### config.mk
export PLATFORM = sky130hd
export DESIGN_NAME = track_dump_ctrl
export DESIGN_NICKNAME = d
export VERILOG_FILES = /design/src/rtl/track_dump_ctrl.sv
export SDC_FILE = /design/constraint.sdc
export NUM_CORES = 1
export LEC_CHECK = 0
export CORE_MARGIN = 2
export CORE_UTILIZATION = 40
export CTS_BUF_LIST = sky130_fd_sc_hd__clkbuf_4
export DETAILED_ROUTE_END_ITERATION = 10
export GPL_TIMING_DRIVEN = 0
export PLACE_DENSITY_LB_ADDON = 0.08
export RECOVER_POWER = 50
export SLEW_MARGIN = 20
export SYNTH_ARGS = -nofsm -noshare
export SYNTH_HDL_FRONTEND = slang
export SYNTH_SLANG_ARGS = --single-unit
### constraint.sdc
create_clock -name clk -period 5.85 [get_ports clk]
set_input_delay 1.17 -clock clk [delete_from_list [all_inputs] [get_ports clk]]
set_output_delay 1.17 -clock clk [all_outputs]
set_load 0.01 [all_outputs]
### src/rtl/track_dump_ctrl.sv
// Integrate-and-dump sequencer for one channel's early/prompt/late track accumulators.
// Aligns the accumulator clear to C/A epochs and hands N-period totals to the loop processor.
module track_dump_ctrl #(
  parameter int unsigned ACC_WIDTH  = 16,
  parameter int unsigned EPOCH_BITS = 5
) (
  input  logic                  clk,
  input  logic                  reset,
  input  logic                  enable,
  input  logic [EPOCH_BITS-1:0] coh_epochs,
  input  logic                  data_available,
  input  logic                  code_epoch,
  input  logic [ACC_WIDTH-1:0]  acc_early,
  input  logic [ACC_WIDTH-1:0]  acc_prompt,
  input  logic [ACC_WIDTH-1:0]  acc_late,
  output logic                  clear,
  output logic                  dump_valid,
  input  logic                  dump_ack,
  output logic [ACC_WIDTH-1:0]  dump_early,
  output logic [ACC_WIDTH-1:0]  dump_prompt,
  output logic [ACC_WIDTH-1:0]  dump_late,
  output logic                  overrun
);

  typedef enum logic [1:0] {
    IDLE  = 2'd0,
    SYNC  = 2'd1,
    ACCUM = 2'd2
  } state_t;

  state_t                state;
  logic                  da_d;
  logic                  ep_d;
  logic [EPOCH_BITS-1:0] epoch_cnt;
  logic [EPOCH_BITS-1:0] last_idx;
  logic [EPOCH_BITS-1:0] coh_last;
  logic                  bnd;
  logic                  last_epoch;
  logic                  dump_event;

  // Window length is held as N-1 so a programmed 0 collapses onto a single period.
  assign coh_last   = (coh_epochs == '0) ? '0 : coh_epochs - EPOCH_BITS'(1);
  assign bnd        = da_d & ep_d;
  assign last_epoch = (epoch_cnt == last_idx);
  assign dump_event = (state == ACCUM) & enable & bnd & last_epoch;

  // Clear depends only on registered state so the accumulators see no input-to-output path.
  assign clear = (state != ACCUM) | (bnd & last_epoch);

  always_ff @(posedge clk or posedge reset) begin
    if (reset) begin
      state       <= IDLE;
      da_d        <= 1'b0;
      ep_d        <= 1'b0;
      epoch_cnt   <= '0;
      last_idx    <= '0;
      dump_valid  <= 1'b0;
      dump_early  <= '0;
      dump_prompt <= '0;
      dump_late   <= '0;
      overrun     <= 1'b0;
    end else begin
      da_d <= data_available;
      ep_d <= code_epoch & data_available;

      // A fresh result may replace an unread one only when it is acked in the same cycle.
      if (dump_event) begin
        if (!dump_valid || dump_ack) begin
          dump_valid  <= 1'b1;
          dump_early  <= acc_early;
          dump_prompt <= acc_prompt;
          dump_late   <= acc_late;
        end else begin
          overrun <= 1'b1;
        end
      end else if (dump_ack) begin
        dump_valid <= 1'b0;
      end

      if (!enable) begin
        state     <= IDLE;
        epoch_cnt <= '0;
        overrun   <= 1'b0;
      end else begin
        case (state)
          IDLE: state <= SYNC;
          SYNC: begin
            if (bnd) begin
              last_idx  <= coh_last;
              epoch_cnt <= '0;
              state     <= ACCUM;
            end
          end
          ACCUM: begin
            if (bnd) begin
              if (last_epoch) begin
                epoch_cnt <= '0;
                last_idx  <= coh_last;
              end else begin
                epoch_cnt <= epoch_cnt + EPOCH_BITS'(1);
              end
            end
          end
          default: state <= IDLE;
        endcase
      end
    end
  end

endmodule

Word-level counts from Yosys, hierarchy flattened

Cells that the tools add are included.

Input port bits: 59
Output and inout bits: 51
Flip-flop bits (word level): 64
Word-level logic and storage cells: 64

Reduce and logical (&&, ||, !) cells: 12
$add $sub $neg: 2
Bitwise operators: 7
Mux-type cells: 19
Eq/ne operators: 14

Operator list:

| kind                                                   | count |
|---|---|
| 2-to-1 mux 5 bit                                       | 8 |
| one-hot mux 5 bit (2 select lines)                     | 2 |
| inequality test 2 bit (second input constant)          | 6 |
| AND reduction 2 bit                                    | 4 |
| bitwise AND 1 bit                                      | 6 |
| 2-to-1 mux 1 bit                                       | 6 |
| inequality test 3 bit (second input constant)          | 2 |
| one-hot mux 2 bit (3 select lines)                     | 1 |
| adder 5 x 1 -> 5 bit (second input constant)           | 1 |
| == test 5 bit                                          | 1 |
| logical NOT 5 bit                                      | 1 |
| AND reduction 5 bit                                    | 1 |
| subtractor 5 x 1 -> 5 bit (second input constant)      | 1 |
| 2-to-1 mux 2 bit                                       | 2 |
| inequality test 2 x 1 -> 1 bit (second input constant) | 2 |
| nonzero test 2 bit                                     | 2 |
| inequality test 3 x 1 -> 1 bit (second input constant) | 1 |
| AND reduction 3 bit                                    | 1 |
| == test 2 x 1 -> 1 bit (second input constant)         | 1 |
| == test 2 bit (second input constant)                  | 1 |
| logical NOT 2 bit                                      | 1 |
| logical NOT 1 bit                                      | 1 |
| logical OR 1 bit                                       | 1 |
| OR 1 bit                                               | 1 |

Longest topological paths before layout

Depth in word-level cells: 6
Gate-level depth with buffers: 6
Mapped depth without buffers: 5

Worst setup path after synthesis

No wires, ideal clock.

Path type: flip-flop to output port
From: reg epoch_cnt[3]
To: out clear
Buffers on the path: 0
Stages on the path, launching flop included: 5
Slack: 3.469 ns
Required time: 4.680 ns
Data arrival time: 1.211 ns
Cell sequence: dfrtp_1 xor2_1 nor3_4 nand2_1 o21ai_0

Longest elaborated chain between the ends: 3

RTL lines:

| element                | line | text |
|---|---|---|
| start, declared        | 34   | `logic [EPOCH_BITS-1:0] epoch_cnt;` |
| start signal, assigned | 100  | `epoch_cnt <= epoch_cnt + EPOCH_BITS'(1);` |
| == test 5 bit          | 44   | `assign last_epoch = (epoch_cnt == last_idx);` |
| bitwise AND 1 bit      | 48   | `assign clear = (state != ACCUM) \| (bnd & last_epoch);` |
| OR 1 bit               | 48   |  |
| end, declared          | 16   | `output logic clear,` |

Every way passes these cells.

==> results.ini <==
[setup_path]
end_kind = asynchronous set/reset pin
worstSetupPathType = input port to asynchronous set/reset pin
cp.arrival_ns = 3.89
required_ns = 6.01
critPathLaunchType = input port
cp_max_fo = 34

[finish]
finish.utilization = 0.601
design_area_mm2 = 0.00402
drive_gt1_frac = 0.243
layout.nets = 365
num_antenna_cells = 0
areaGrowthSynthToFinish_pct = 47.7

[timing]
fin_crit_sh = 0.637
setup_tns_ns = 0
finalMaxSlewViolations = 35
hold_viol = 0
tightest_slew_ns = 1.79
setup-violations-final = 0
slew_headroom = -0.192
hold_ws_ns = 0.485
finalClockSkew_ns = 0.0114
clock.fmax_mhz = 268
finalCriticalPeriod_ns = 3.73
rsz0062_at_grt = false

[routing]
vias_per_cell = 4.77
remaining_drc_errors = 0
vias = 1855
firstDrtPassIters = 4
wl_per_cell_um = 14.0
ant_nets = 0
drt_iter0_drc = 42
routed_wl_um = 5450

[cts]
cts_hold_buf = 0
cts_resized = 0
cts_buffer_depth = 2
clock-sinks = 64
insertion_delay_ns = 0.39
ctsHtreeMaxLevel = 3
cts-root-buf = clkbuf_4
cts_tree = yes
postCtsSetupBuffers = 0
cts_buffers = 9
clkTransAtPathRegs_ns = 0.09

[synthesis]
synthTopCellsByArea = dfrtp_1 59%, mux2_2 14%, mux2_4 11%
ys_seq_area_frac = 0.589
synthArstFlopShare = 1.00
netlist_area_mm2 = 0.00272
synth-edff-count = 0
syn_nets = 244
synth_cells = 183
yosysWarnings = 0
synth_flop_cell = dfrtp_1
avgSynthCellArea_um2 = 14.9
ys_seq_elements = 64
yosysMostFrequentCell = dfrtp_1
synthDistinctLibCells = 34
synthTopCellsByCount = 64 x dfrtp_1, 35 x mux2_2, 20 x mux2_4, 7 x nor2_1, 6 x xor2_1
yosys.area.top_type_share = 0.589
synth_top_cell_by_area = dfrtp_1

[status]
violations = capacitance limit, slew limit
status = complete, but fails checks

[global_route]
antenna_found_initial = 0
grt_max_degree = 35
grt_pass1_vias = 1895
grt_pass1_wl_um = 9090
overflow = 0
grtUsageTotal = 0.160

[hold_path]
hold_path_class = flip-flop to flip-flop

[placed_design]
hpwlAfterDp_um = 4110
io_buffers = 109
gp_congestion = 0.751
dpl-instance-area_mm2 = 0.00393

[run]
cap_violations = 1

[power_and_ir_drop]
power_uw = 839
power_density_mw_per_mm2 = 209
ir_drop_mv = 0.112
p_leak_nw = 1.92

[die]
die_y_um = 86.4
io_pins = 110
coreArea_mm2 = 0.00668
initial_core_util = 0.407
die_area_mm2 = 0.00747
die_x_um = 86.4
rows = 30

## metal layers
| layer | share of wire | track usage |
|---|---|---|
| met1 | 0.43 | 0.206 |
| met2 | 0.47 | 0.230 |
| met3 | 0.077 | 0.0724 |
| met4 | 0.020 | 0.0724 |
| met5 | 0 | 0 |
## worst paths after layout
path	startpoint	to	slack (ns)	cells past startpoint
min in group asynchronous	reset	dump_early[8]	1.53	2
max	reset	dump_late[12]	2.12	3
max in group clk	epoch_cnt[3]	clear	2.50	5
min	overrun	overrun	0.49	2
max reg2reg	epoch_cnt[1]	dump_late[2]	3.71	6
min reg2reg	overrun	overrun	0.49	2
## placed cells by master (no fill, tap or decap), drive strengths merged
| master | count |
|---|---|
| and2 | 2 |
| dfrtp | 64 |
| clkinv | 5 |
| nor4 | 1 |
| nor4b | 1 |
| or2 | 1 |
| a22o | 3 |
| o21ai | 4 |
| a221o | 1 |
| nand2b | 3 |
| ha | 2 |
| a21oi | 5 |
| inv | 4 |
| a2111oi | 1 |
| nor2 | 7 |
| clkbuf | 15 |
| mux2 | 55 |
| clkdlybuf4s50 | 105 |
| nand2 | 3 |
| and3 | 1 |
| o31ai | 1 |
| clkinvlp | 1 |
| xor2 | 6 |
| a31oi | 1 |
| nor2b | 1 |
| dlygate4sd3 | 4 |
| nand3b | 1 |
| nand3 | 2 |
| nand4 | 1 |
| mux2i | 1 |
| buf | 2 |
| a311oi | 1 |
| nor3 | 2 |
| nor3b | 1 |
| xnor2 | 1 |
## logic make-up (layout without fill, tap and decap cells)
group | after synthesis | count (layout) | share of synthesized area
flops | 64 | 64 | 0.589
mux | 56 | 56 | 0.259
simple gates | 27 | 27 | 0.0571
compound gates | 17 | 17 | 0.0414
buf+inv | 10 | 136 | 0.0216
xor+xnor | 7 | 7 | 0.0225
fa+ha+maj | 2 | 2 | 0.00920
## sequential cells by signal, summed over array words and instances, names as in the netlist
name	cells
da_d	1
dump_prompt	16
overrun	1
last_idx	5
ep_d	1
dump_late	16
dump_valid	1
state	2
dump_early	16
epoch_cnt	5
## final cells by class
class	count	area [um2]
fillers	565	2670
flip-flops and latches	64	1600
repair buffers	110	1090
multi-input cells	109	1060
well taps	80	100
clock buffers	11	82.6
plain buffers	5	33.8
clock inverters	5	23.8
inverters	5	20.0
## critical path, stage by stage
cell and delay [ns]:
dlygate4sd3_1 0.55, clkinvlp_2 0.79, clkbuf_1 1.35
## where the power goes
group / leakage, nW / switching, mW / internal, mW
Clock: 0.0678 / 0.147 / 0.0929
Combinational: 0.977 / 0.0464 / 0.0766
Sequential: 0.877 / 0.0133 / 0.463
## through the flow
stage               cells  worst slack (ns)
global placement      372              1.91
detailed placement    373              2.88
global route          389              1.57
floorplan             183              3.08
CTS                   389              2.43
finish                389              2.12
Power figures use the tool's default switching activity.
